## src/rtl/multicycle_datapath.sv

```systemverilog
// -----------------------------------------------------------------------------
// multicycle_datapath
//   Multi-cycle RV32I-subset core (add, sub, and, or, slt, addi, lw, sw, beq,
//   bne, jal). Each instruction walks FETCH -> DECODE -> EXEC [-> MEM] [-> WB]
//   through one shared ALU. Instruction and data memories are reached over
//   req/ack handshakes, so memories may take any number of cycles to answer.
//
// Parameters
//   ADDR_W   : PC / memory address width (8..32)
//   NREGS    : architectural registers (16 or 32)
//   RESET_PC : PC loaded by reset
//
// Ports
//   clk, rst                 : clock (rising edge), synchronous active-high reset
//   imem_req/addr/ack/rdata  : instruction fetch handshake
//   dmem_req/we/addr/wdata/ack/rdata : data load/store handshake
//   pc_out                   : current PC
//   halt                     : core stopped in TRAP (left only by rst)
//   cycle_cnt, instret_cnt   : performance counters, present only when the
//                              macro PERF_CNT_EN is defined
// -----------------------------------------------------------------------------
module multicycle_datapath #(
  parameter int                ADDR_W   = 32,
  parameter int                NREGS    = 32,
  parameter logic [ADDR_W-1:0] RESET_PC = {ADDR_W{1'b0}}
) (
  input  logic              clk,
  input  logic              rst,
  output logic              imem_req,
  output logic [ADDR_W-1:0] imem_addr,
  input  logic              imem_ack,
  input  logic [31:0]       imem_rdata,
  output logic              dmem_req,
  output logic              dmem_we,
  output logic [ADDR_W-1:0] dmem_addr,
  output logic [31:0]       dmem_wdata,
  input  logic              dmem_ack,
  input  logic [31:0]       dmem_rdata,
  output logic [ADDR_W-1:0] pc_out,
  output logic              halt
`ifdef PERF_CNT_EN
  ,
  output logic [31:0]       cycle_cnt,
  output logic [31:0]       instret_cnt
`endif
);

  localparam int                RIDX_W  = $clog2(NREGS);
  localparam logic [5:0]        NREGS_L = 6'(NREGS);
  localparam logic [ADDR_W-1:0] PC_STEP = ADDR_W'(3'd4);

  typedef enum logic [2:0] {
    S_IDLE   = 3'd0,
    S_FETCH  = 3'd1,
    S_DECODE = 3'd2,
    S_EXEC   = 3'd3,
    S_MEM    = 3'd4,
    S_WB     = 3'd5,
    S_TRAP   = 3'd6
  } state_t;

  typedef enum logic [3:0] {
    OP_ADD  = 4'd0,
    OP_SUB  = 4'd1,
    OP_AND  = 4'd2,
    OP_OR   = 4'd3,
    OP_SLT  = 4'd4,
    OP_ADDI = 4'd5,
    OP_LW   = 4'd6,
    OP_SW   = 4'd7,
    OP_BEQ  = 4'd8,
    OP_BNE  = 4'd9,
    OP_JAL  = 4'd10,
    OP_ILL  = 4'd11
  } op_t;

  // Register index must address an implemented register.
  function automatic logic idx_ok_f(input logic [4:0] idx);
    return ({1'b0, idx} < NREGS_L);
  endfunction

  // The single shared ALU; every non-R operation uses it as an adder.
  function automatic logic [31:0] alu_f(input op_t op, input logic [31:0] a, input logic [31:0] b);
    case (op)
      OP_SUB:  return a - b;
      OP_AND:  return a & b;
      OP_OR:   return a | b;
      OP_SLT:  return {31'd0, ($signed(a) < $signed(b))};
      default: return a + b;
    endcase
  endfunction

  state_t              r_state;
  op_t                 r_op;
  logic [ADDR_W-1:0]   r_pc;
  logic [31:0]         r_ir;
  logic [31:0]         r_a;
  logic [31:0]         r_b;
  logic [31:0]         r_imm;
  logic [31:0]         r_aluout;
  logic [31:0]         r_mdr;
  logic [31:0]         r_regs [NREGS];
  logic                r_imem_req;
  logic [ADDR_W-1:0]   r_imem_addr;
  logic                r_dmem_req;
  logic                r_dmem_we;
  logic [ADDR_W-1:0]   r_dmem_addr;
  logic [31:0]         r_dmem_wdata;
  logic                r_halt;

  logic [6:0]          w_opcode;
  logic [2:0]          w_funct3;
  logic [6:0]          w_funct7;
  logic [4:0]          w_rs1;
  logic [4:0]          w_rs2;
  logic [4:0]          w_rd;
  op_t                 w_dec_op;
  logic [31:0]         w_dec_imm;
  logic                w_use_rs1;
  logic                w_use_rs2;
  logic                w_use_rd;
  logic                w_dec_ok;
  logic [31:0]         w_rs1_val;
  logic [31:0]         w_rs2_val;
  logic [31:0]         w_alu_a;
  logic [31:0]         w_alu_b;
  logic [31:0]         w_alu_y;
  logic [31:0]         w_pc_ext;
  logic [ADDR_W-1:0]   w_pc_plus4;
  logic [31:0]         w_pc4_ext;
  logic                w_taken;
  logic                w_misaligned;
  logic [ADDR_W-1:0]   w_br_pc;
  logic [ADDR_W-1:0]   w_wb_pc;
  logic [31:0]         w_wb_data;

  assign w_opcode = r_ir[6:0];
  assign w_rd     = r_ir[11:7];
  assign w_funct3 = r_ir[14:12];
  assign w_rs1    = r_ir[19:15];
  assign w_rs2    = r_ir[24:20];
  assign w_funct7 = r_ir[31:25];

  // x0 is never written, but the explicit zero keeps reads independent of that.
  assign w_rs1_val = (w_rs1 == 5'd0) ? 32'd0 : r_regs[w_rs1[RIDX_W-1:0]];
  assign w_rs2_val = (w_rs2 == 5'd0) ? 32'd0 : r_regs[w_rs2[RIDX_W-1:0]];

  // Instruction decode: operation class, immediate and which register fields matter.
  always_comb begin
    w_dec_op  = OP_ILL;
    w_dec_imm = 32'd0;
    w_use_rs1 = 1'b0;
    w_use_rs2 = 1'b0;
    w_use_rd  = 1'b0;
    case (w_opcode)
      7'b0110011: begin
        w_use_rs1 = 1'b1;
        w_use_rs2 = 1'b1;
        w_use_rd  = 1'b1;
        if (w_funct7 == 7'b0000000) begin
          case (w_funct3)
            3'b000:  w_dec_op = OP_ADD;
            3'b111:  w_dec_op = OP_AND;
            3'b110:  w_dec_op = OP_OR;
            3'b010:  w_dec_op = OP_SLT;
            default: w_dec_op = OP_ILL;
          endcase
        end else if ((w_funct7 == 7'b0100000) && (w_funct3 == 3'b000)) begin
          w_dec_op = OP_SUB;
        end else begin
          w_dec_op = OP_ILL;
        end
      end
      7'b0010011: begin
        w_use_rs1 = 1'b1;
        w_use_rd  = 1'b1;
        w_dec_imm = {{20{r_ir[31]}}, r_ir[31:20]};
        w_dec_op  = (w_funct3 == 3'b000) ? OP_ADDI : OP_ILL;
      end
      7'b0000011: begin
        w_use_rs1 = 1'b1;
        w_use_rd  = 1'b1;
        w_dec_imm = {{20{r_ir[31]}}, r_ir[31:20]};
        w_dec_op  = (w_funct3 == 3'b010) ? OP_LW : OP_ILL;
      end
      7'b0100011: begin
        w_use_rs1 = 1'b1;
        w_use_rs2 = 1'b1;
        w_dec_imm = {{20{r_ir[31]}}, r_ir[31:25], r_ir[11:7]};
        w_dec_op  = (w_funct3 == 3'b010) ? OP_SW : OP_ILL;
      end
      7'b1100011: begin
        w_use_rs1 = 1'b1;
        w_use_rs2 = 1'b1;
        w_dec_imm = {{19{r_ir[31]}}, r_ir[31], r_ir[7], r_ir[30:25], r_ir[11:8], 1'b0};
        case (w_funct3)
          3'b000:  w_dec_op = OP_BEQ;
          3'b001:  w_dec_op = OP_BNE;
          default: w_dec_op = OP_ILL;
        endcase
      end
      7'b1101111: begin
        w_use_rd  = 1'b1;
        w_dec_imm = {{11{r_ir[31]}}, r_ir[31], r_ir[19:12], r_ir[20], r_ir[30:21], 1'b0};
        w_dec_op  = OP_JAL;
      end
      default: begin
        w_dec_op = OP_ILL;
      end
    endcase
  end

  assign w_dec_ok = (w_dec_op != OP_ILL)
                  && (!w_use_rs1 || idx_ok_f(w_rs1))
                  && (!w_use_rs2 || idx_ok_f(w_rs2))
                  && (!w_use_rd  || idx_ok_f(w_rd));

  assign w_pc_ext   = 32'(r_pc);
  assign w_pc_plus4 = r_pc + PC_STEP;
  assign w_pc4_ext  = 32'(w_pc_plus4);

  // ALU operand select: register pair for R-type, rs1+imm for addi/lw/sw,
  // PC+imm for branch and jump targets.
  always_comb begin
    w_alu_a = r_a;
    w_alu_b = r_b;
    case (r_op)
      OP_ADDI, OP_LW, OP_SW: begin
        w_alu_a = r_a;
        w_alu_b = r_imm;
      end
      OP_BEQ, OP_BNE, OP_JAL: begin
        w_alu_a = w_pc_ext;
        w_alu_b = r_imm;
      end
      default: begin
        w_alu_a = r_a;
        w_alu_b = r_b;
      end
    endcase
  end

  assign w_alu_y      = alu_f(r_op, w_alu_a, w_alu_b);
  assign w_taken      = (r_op == OP_BEQ) ? (r_a == r_b) : (r_a != r_b);
  assign w_misaligned = (w_alu_y[1:0] != 2'b00);
  assign w_br_pc      = w_taken ? w_alu_y[ADDR_W-1:0] : w_pc_plus4;
  assign w_wb_pc      = (r_op == OP_JAL) ? r_aluout[ADDR_W-1:0] : w_pc_plus4;

  // Writeback data source select.
  always_comb begin
    case (r_op)
      OP_LW:   w_wb_data = r_mdr;
      OP_JAL:  w_wb_data = w_pc4_ext;
      default: w_wb_data = r_aluout;
    endcase
  end

  // Control FSM with datapath registers and registered memory-interface outputs.
  always_ff @(posedge clk) begin
    if (rst) begin
      r_state      <= S_IDLE;
      r_op         <= OP_ILL;
      r_pc         <= RESET_PC;
      r_ir         <= 32'd0;
      r_a          <= 32'd0;
      r_b          <= 32'd0;
      r_imm        <= 32'd0;
      r_aluout     <= 32'd0;
      r_mdr        <= 32'd0;
      r_imem_req   <= 1'b0;
      r_imem_addr  <= {ADDR_W{1'b0}};
      r_dmem_req   <= 1'b0;
      r_dmem_we    <= 1'b0;
      r_dmem_addr  <= {ADDR_W{1'b0}};
      r_dmem_wdata <= 32'd0;
      r_halt       <= 1'b0;
    end else begin
      case (r_state)
        S_IDLE: begin
          r_imem_req  <= 1'b1;
          r_imem_addr <= r_pc;
          r_state     <= S_FETCH;
        end
        S_FETCH: begin
          // req is already high on entry, so a zero-wait ack is taken here.
          if (imem_ack && r_imem_req) begin
            r_ir       <= imem_rdata;
            r_imem_req <= 1'b0;
            r_state    <= S_DECODE;
          end
        end
        S_DECODE: begin
          r_a   <= w_rs1_val;
          r_b   <= w_rs2_val;
          r_imm <= w_dec_imm;
          r_op  <= w_dec_op;
          if (w_dec_ok) begin
            r_state <= S_EXEC;
          end else begin
            r_state <= S_TRAP;
            r_halt  <= 1'b1;
          end
        end
        S_EXEC: begin
          r_aluout <= w_alu_y;
          case (r_op)
            OP_BEQ, OP_BNE: begin
              r_pc        <= w_br_pc;
              r_imem_addr <= w_br_pc;
              r_imem_req  <= 1'b1;
              r_state     <= S_FETCH;
            end
            OP_LW, OP_SW: begin
              if (w_misaligned) begin
                r_state <= S_TRAP;
                r_halt  <= 1'b1;
              end else begin
                r_dmem_req   <= 1'b1;
                r_dmem_we    <= (r_op == OP_SW);
                r_dmem_addr  <= w_alu_y[ADDR_W-1:0];
                r_dmem_wdata <= (r_op == OP_SW) ? r_b : 32'd0;
                r_state      <= S_MEM;
              end
            end
            OP_ADD, OP_SUB, OP_AND, OP_OR, OP_SLT, OP_ADDI, OP_JAL: begin
              r_state <= S_WB;
            end
            default: begin
              r_state <= S_TRAP;
              r_halt  <= 1'b1;
            end
          endcase
        end
        S_MEM: begin
          if (dmem_ack && r_dmem_req) begin
            r_dmem_req <= 1'b0;
            r_dmem_we  <= 1'b0;
            if (r_op == OP_LW) begin
              r_mdr   <= dmem_rdata;
              r_state <= S_WB;
            end else begin
              r_pc        <= w_pc_plus4;
              r_imem_addr <= w_pc_plus4;
              r_imem_req  <= 1'b1;
              r_state     <= S_FETCH;
            end
          end
        end
        S_WB: begin
          r_pc        <= w_wb_pc;
          r_imem_addr <= w_wb_pc;
          r_imem_req  <= 1'b1;
          r_state     <= S_FETCH;
        end
        S_TRAP: begin
          r_imem_req <= 1'b0;
          r_dmem_req <= 1'b0;
          r_dmem_we  <= 1'b0;
          r_halt     <= 1'b1;
        end
        default: begin
          r_imem_req <= 1'b0;
          r_dmem_req <= 1'b0;
          r_dmem_we  <= 1'b0;
          r_halt     <= 1'b1;
          r_state    <= S_TRAP;
        end
      endcase
    end
  end

  // Register file: cleared by reset, written only in WB, x0 writes dropped.
  always_ff @(posedge clk) begin
    if (rst) begin
      for (int i = 0; i < NREGS; i++) begin
        r_regs[i] <= 32'd0;
      end
    end else if ((r_state == S_WB) && (w_rd != 5'd0)) begin
      r_regs[w_rd[RIDX_W-1:0]] <= w_wb_data;
    end
  end

`ifdef PERF_CNT_EN
  logic        w_retire;
  logic [31:0] r_cycle_cnt;
  logic [31:0] r_instret_cnt;

  // Retirement is the PC update that closes an instruction.
  assign w_retire = ((r_state == S_EXEC) && ((r_op == OP_BEQ) || (r_op == OP_BNE)))
                  || ((r_state == S_MEM) && dmem_ack && r_dmem_req && (r_op == OP_SW))
                  || (r_state == S_WB);

  // Free-running cycle and retired-instruction counters, wrapping naturally.
  always_ff @(posedge clk) begin
    if (rst) begin
      r_cycle_cnt   <= 32'd0;
      r_instret_cnt <= 32'd0;
    end else begin
      r_cycle_cnt   <= r_cycle_cnt + 32'd1;
      r_instret_cnt <= r_instret_cnt + {31'd0, w_retire};
    end
  end

  assign cycle_cnt   = r_cycle_cnt;
  assign instret_cnt = r_instret_cnt;
`endif

  assign imem_req   = r_imem_req;
  assign imem_addr  = r_imem_addr;
  assign dmem_req   = r_dmem_req;
  assign dmem_we    = r_dmem_we;
  assign dmem_addr  = r_dmem_addr;
  assign dmem_wdata = r_dmem_wdata;
  assign pc_out     = r_pc;
  assign halt       = r_halt;

endmodule

```

## config.mk

```make
export PLATFORM = sky130hd
export DESIGN_NAME = multicycle_datapath
export DESIGN_NICKNAME = d
export VERILOG_FILES = /design/src/rtl/multicycle_datapath.sv
export SDC_FILE = /design/constraint.sdc
export NUM_CORES = 2
export LEC_CHECK = 0
export ABC_CLOCK_PERIOD_IN_PS = 4150
export BUFFER_PORTS_ARGS = -buffer_cell sky130_fd_sc_hd__buf_2
export CORE_MARGIN = 2
export CORE_UTILIZATION = 57
export DETAILED_ROUTE_END_ITERATION = 10
export HOLD_SLACK_MARGIN = 0.08
export PLACE_DENSITY = 0.77
export SYNTH_ARGS = -nofsm -noshare
export SYNTH_HDL_FRONTEND = slang
export SYNTH_SLANG_ARGS = --single-unit
```

## constraint.sdc

```tcl
create_clock -name clk -period 4.15 [get_ports clk]
set_clock_uncertainty 0.2 [all_clocks]
set_input_delay 0.415 -clock clk [delete_from_list [all_inputs] [get_ports clk]]
set_output_delay 0.415 -clock clk [all_outputs]
set_load 0.03 [all_outputs]
```

==> summary.log <==
INFO  outcome        run_status=finished, violations left
INFO  outcome        violated_checks=setup timing
INFO  placement      port-buffer-count=199
INFO  flow_run       drv_cap=0
INFO  clocking       cts_max_path_buffers=3
INFO  die            io_pins=200
INFO  die            floorplan.rows=130
INFO  min_path       hold_path.class=primary input to flop
INFO  min_path       worstHoldStart=dmem_rdata[0]
INFO  cells_and_area design.final.nets=6,729
INFO  worst_setup_path worstSetupStartpoint=r_op[2]
INFO  routing        wl_per_cell=35.0um
INFO  timing         timing.final.hold_violations=0
INFO  synthesis      synth_seq_cells=1,354
INFO  routing        routed-via-count=60,600
INFO  clocking       cts_root_buf=clkbuf_16
INFO  min_path       worst_hold_path.endpoint=r_mdr[0]
INFO  timing         final-setup-viol-count=24
INFO  worst_setup_path critPathArrivalTime=4.71ns
INFO  synthesis      synth.yosys.warnings=0
INFO  routing        drc=0
INFO  worst_setup_path worstSetupEndpointType=flop
INFO  timing         rsz0062_at_grt=true
INFO  cells_and_area flow.area_growth_from_synthesis=19.8%
INFO  synthesis      syn_area_per_cell=12.1um^2
INFO  power_and_ir_drop vdd_drop_max=0.464mV
INFO  timing         slew_headroom=0.230
INFO  grt            via_count_of_the_first_global_routing_pass=59,900
INFO  synthesis      seq_area_frac_synth=0.515
INFO  routing        vias_per_cell=7.28
INFO  placement      gp_congestion=1.05
INFO  worst_setup_path critPathKind=flop to flop
INFO  timing         max_freq=236MHz
INFO  worst_setup_path worst_ep_required_time=4.62ns
INFO  worst_setup_path crit_fanout=8
INFO  clocking       cts_tree=done
INFO  clocking       clock-sinks=1,354
INFO  timing         timing.hold.ws=0.228ns
INFO  die            core_region_area=126,000um^2
INFO  worst_setup_path critical_path.startpoint_type=flop
INFO  routing        first_iter_violations=11,300
INFO  routing        route.top_layer_used=met5
INFO  timing         report.final.slew_viol_count=0
INFO  cells_and_area layout-drive-gt1-share=0.318
INFO  synthesis      synth-async-reset-ratio=0
INFO  grt            global_route_usage_over_all_layers=0.442
INFO  grt            grt_max_degree=82
INFO  routing        m1WireLength=93.1mm
INFO  routing        met2_length=124mm
INFO  power_and_ir_drop pwr_density_cell=372nW/um^2
INFO  synthesis      syn_inst=6,005
INFO  power_and_ir_drop cellLeakagePower=29.5nW
INFO  clocking       cts_buffers=142
INFO  synthesis      yosysUniqueCellTypes=111
INFO  placement      detailedPlacementHpwl=188mm
INFO  die            die_y=361um
INFO  timing         post-route-min-period=4.24ns
INFO  synthesis      synth_ff_type=edfxtp_1
INFO  worst_setup_path rr_endpoint=dmem_addr[8]
INFO  die            floorplan.die_area=130,000um^2
INFO  timing         worst_slack=-0.0889ns
INFO  synthesis      ys_top_cells_by_count=1,429 x nor2_1, 1,024 x edfxtp_1, 640 x mux4_2, 428 x clkbuf_1, 421 x nand2_1
INFO  cells_and_area num-fill-cells=8,697
INFO  placement      pre_cts_ws=-0.404ns
INFO  worst_setup_path reg2reg_depth=20
INFO  synthesis      cell_taking_the_most_area_after_synthesis=edfxtp_1
INFO  timing         worst_pin_slew=1.16ns
INFO  synthesis      most_frequent_cell_after_synthesis=nor2_1
INFO  synthesis      synth.area.top_cells=edfxtp_1 42%, mux4_2 20%, dfxtp_1 9.1%
INFO  grt            grt_pass1_wl=412mm
INFO  min_path       hold_path_depth=4
INFO  routing        final_antenna_net_count=0
INFO  grt            grt.overflow.total=0
INFO  routing        met3RoutedLength=48.5mm
INFO  die            initial_core_util=0.576
INFO  cells_and_area utilization=0.690
INFO  worst_setup_path reg2reg_from=r_op[2]
INFO  clocking       cts.reportedPaths.clkPinSlew=0.06ns
INFO  timing         post-route-period-util=1.02
INFO  synthesis      synth.top_cell.area_share=0.424
INFO  clocking       worst_skew_pair.late_latency=0.80ns
INFO  synthesis      synth-edff-count=1,024
INFO  routing        firstDrtPassIters=9
INFO  grt            antenna_found_initial=14
INFO  worst_setup_path r2r_setup_slack=-0.09ns
INFO  routing        route.final.wire_length=291mm
INFO  die            die_x=361um
INFO  clocking       htreeDepth=4
INFO  synthesis      syn_area=72,500um^2
## state kept, by name (all words and copies together) (netlist names), named ones only
name	count
r_regs	1024
dmem_addr	32
dmem_wdata	32
imem_addr	32
pc_out	32
r_a	32
r_aluout	32
r_b	32
r_ir	32
r_mdr	32
r_imm	21
r_op	4
r_state	3
dmem_req	1
dmem_we	1
halt	1
imem_req	1
## worst max-delay path, stage by stage (launching register included)
cell,delay [ns]
dfxtp_4,0.36
nand2b_4,0.15
a21o_4,0.24
buf_12,0.17
buf_4,0.14
mux2_2,0.31
buf_4,0.15
ha_1,0.20
nor2b_2,0.19
o21ai_2,0.15
buf_4,0.13
o211ai_1,0.12
a22oi_4,0.28
a21oi_4,0.09
o211a_4,0.27
o211ai_4,0.22
buf_6,0.16
nor2_4,0.05
buf_12,0.18
clkbuf_16,0.16
o22a_1,0.19
## power by group
part	total [mW]	internal [mW]	switching, mW
clock	13.0	7.41	5.60
combinational	3.93	1.51	2.41
sequential	15.4	15.0	0.382
## kinds of logic (layout without fill, tap and decap cells)
group,Yosys count,count (layout),synth area share
AOI/OAI and AO/OA,897,897,0.0842
muxes,742,742,0.213
buffers and inverters,682,1317,0.0385
adders and majority gates,99,99,0.0173
xor gates and xnor gates,66,66,0.00797
DFF,1354,1354,0.515
other,1,34,0.0000517
and+or+nand+nor,2164,2165,0.123
## routing by layer
| layer | global-route usage | vias to the layer above |
|---|---|---|
| met3 | 0.173 | 1615 |
| met5 | 0.00777 | - |
| met1 | 0.545 | 29300 |
| li1 | - | 23600 |
| met4 | 0.304 | 26 |
| met2 | 0.640 | 6129 |
## area by class of cell
type	count	area [um^2]	area share
well taps	1650	2060	0.0238
inverters	109	412	0.00474
multi-input cells	4001	34400	0.396
diodes	2	5.00	0.0000576
clock buffers	178	3810	0.0439
flip-flops and latches	1354	37400	0.430
clock inverters	76	796	0.00916
repair buffers	954	7960	0.0916
## how the worst max path moves through the flow
stage / endpoint
global route: dmem_addr[5]
finish: dmem_addr[8]
global placement: imem_addr[9]
detailed placement: imem_addr[9]
CTS: dmem_addr[14]
floorplan: dmem_addr[27]
## metrics by stage
stage	setup TNS (ns)	instance area (um^2)	power [mW]	std cells
2_1_floorplan	-0.0174	72700	17.5	6036
3_3_place_gp	-16.07	79400	19.0	7938
3_5_place_dp	-21.26	79400	19.1	7938
4_1_cts	-0.352	85500	31.9	8291
5_1_grt	-7.92	86900	32.8	8322
6_report	-1.16	86900	32.3	8324
## cell usage in the layout (no fill, tap or decap), drive strengths merged, types with 52 or more instances in the layout
master and count:
clkbuf 186, edfxtp 1024, inv 117, buf 873, nand2 422, nand4 57
ha 97, xnor2 52, dfxtp 330, nor2 1433, o21ai 135, nor3 71
mux2i 68, a211oi 77, dlygate4sd3 73, a21oi 342, mux4 640
## timing repair
item	in CTS	in global routing
resized for setup	104	197
pin swaps	34	99
cloned	6	9
hold buffers	73	0
setup endpoints to repair	135	137
buffers inserted	20	25
endpoints found under the hold margin	131	0
(Power assumes the default switching activity.)
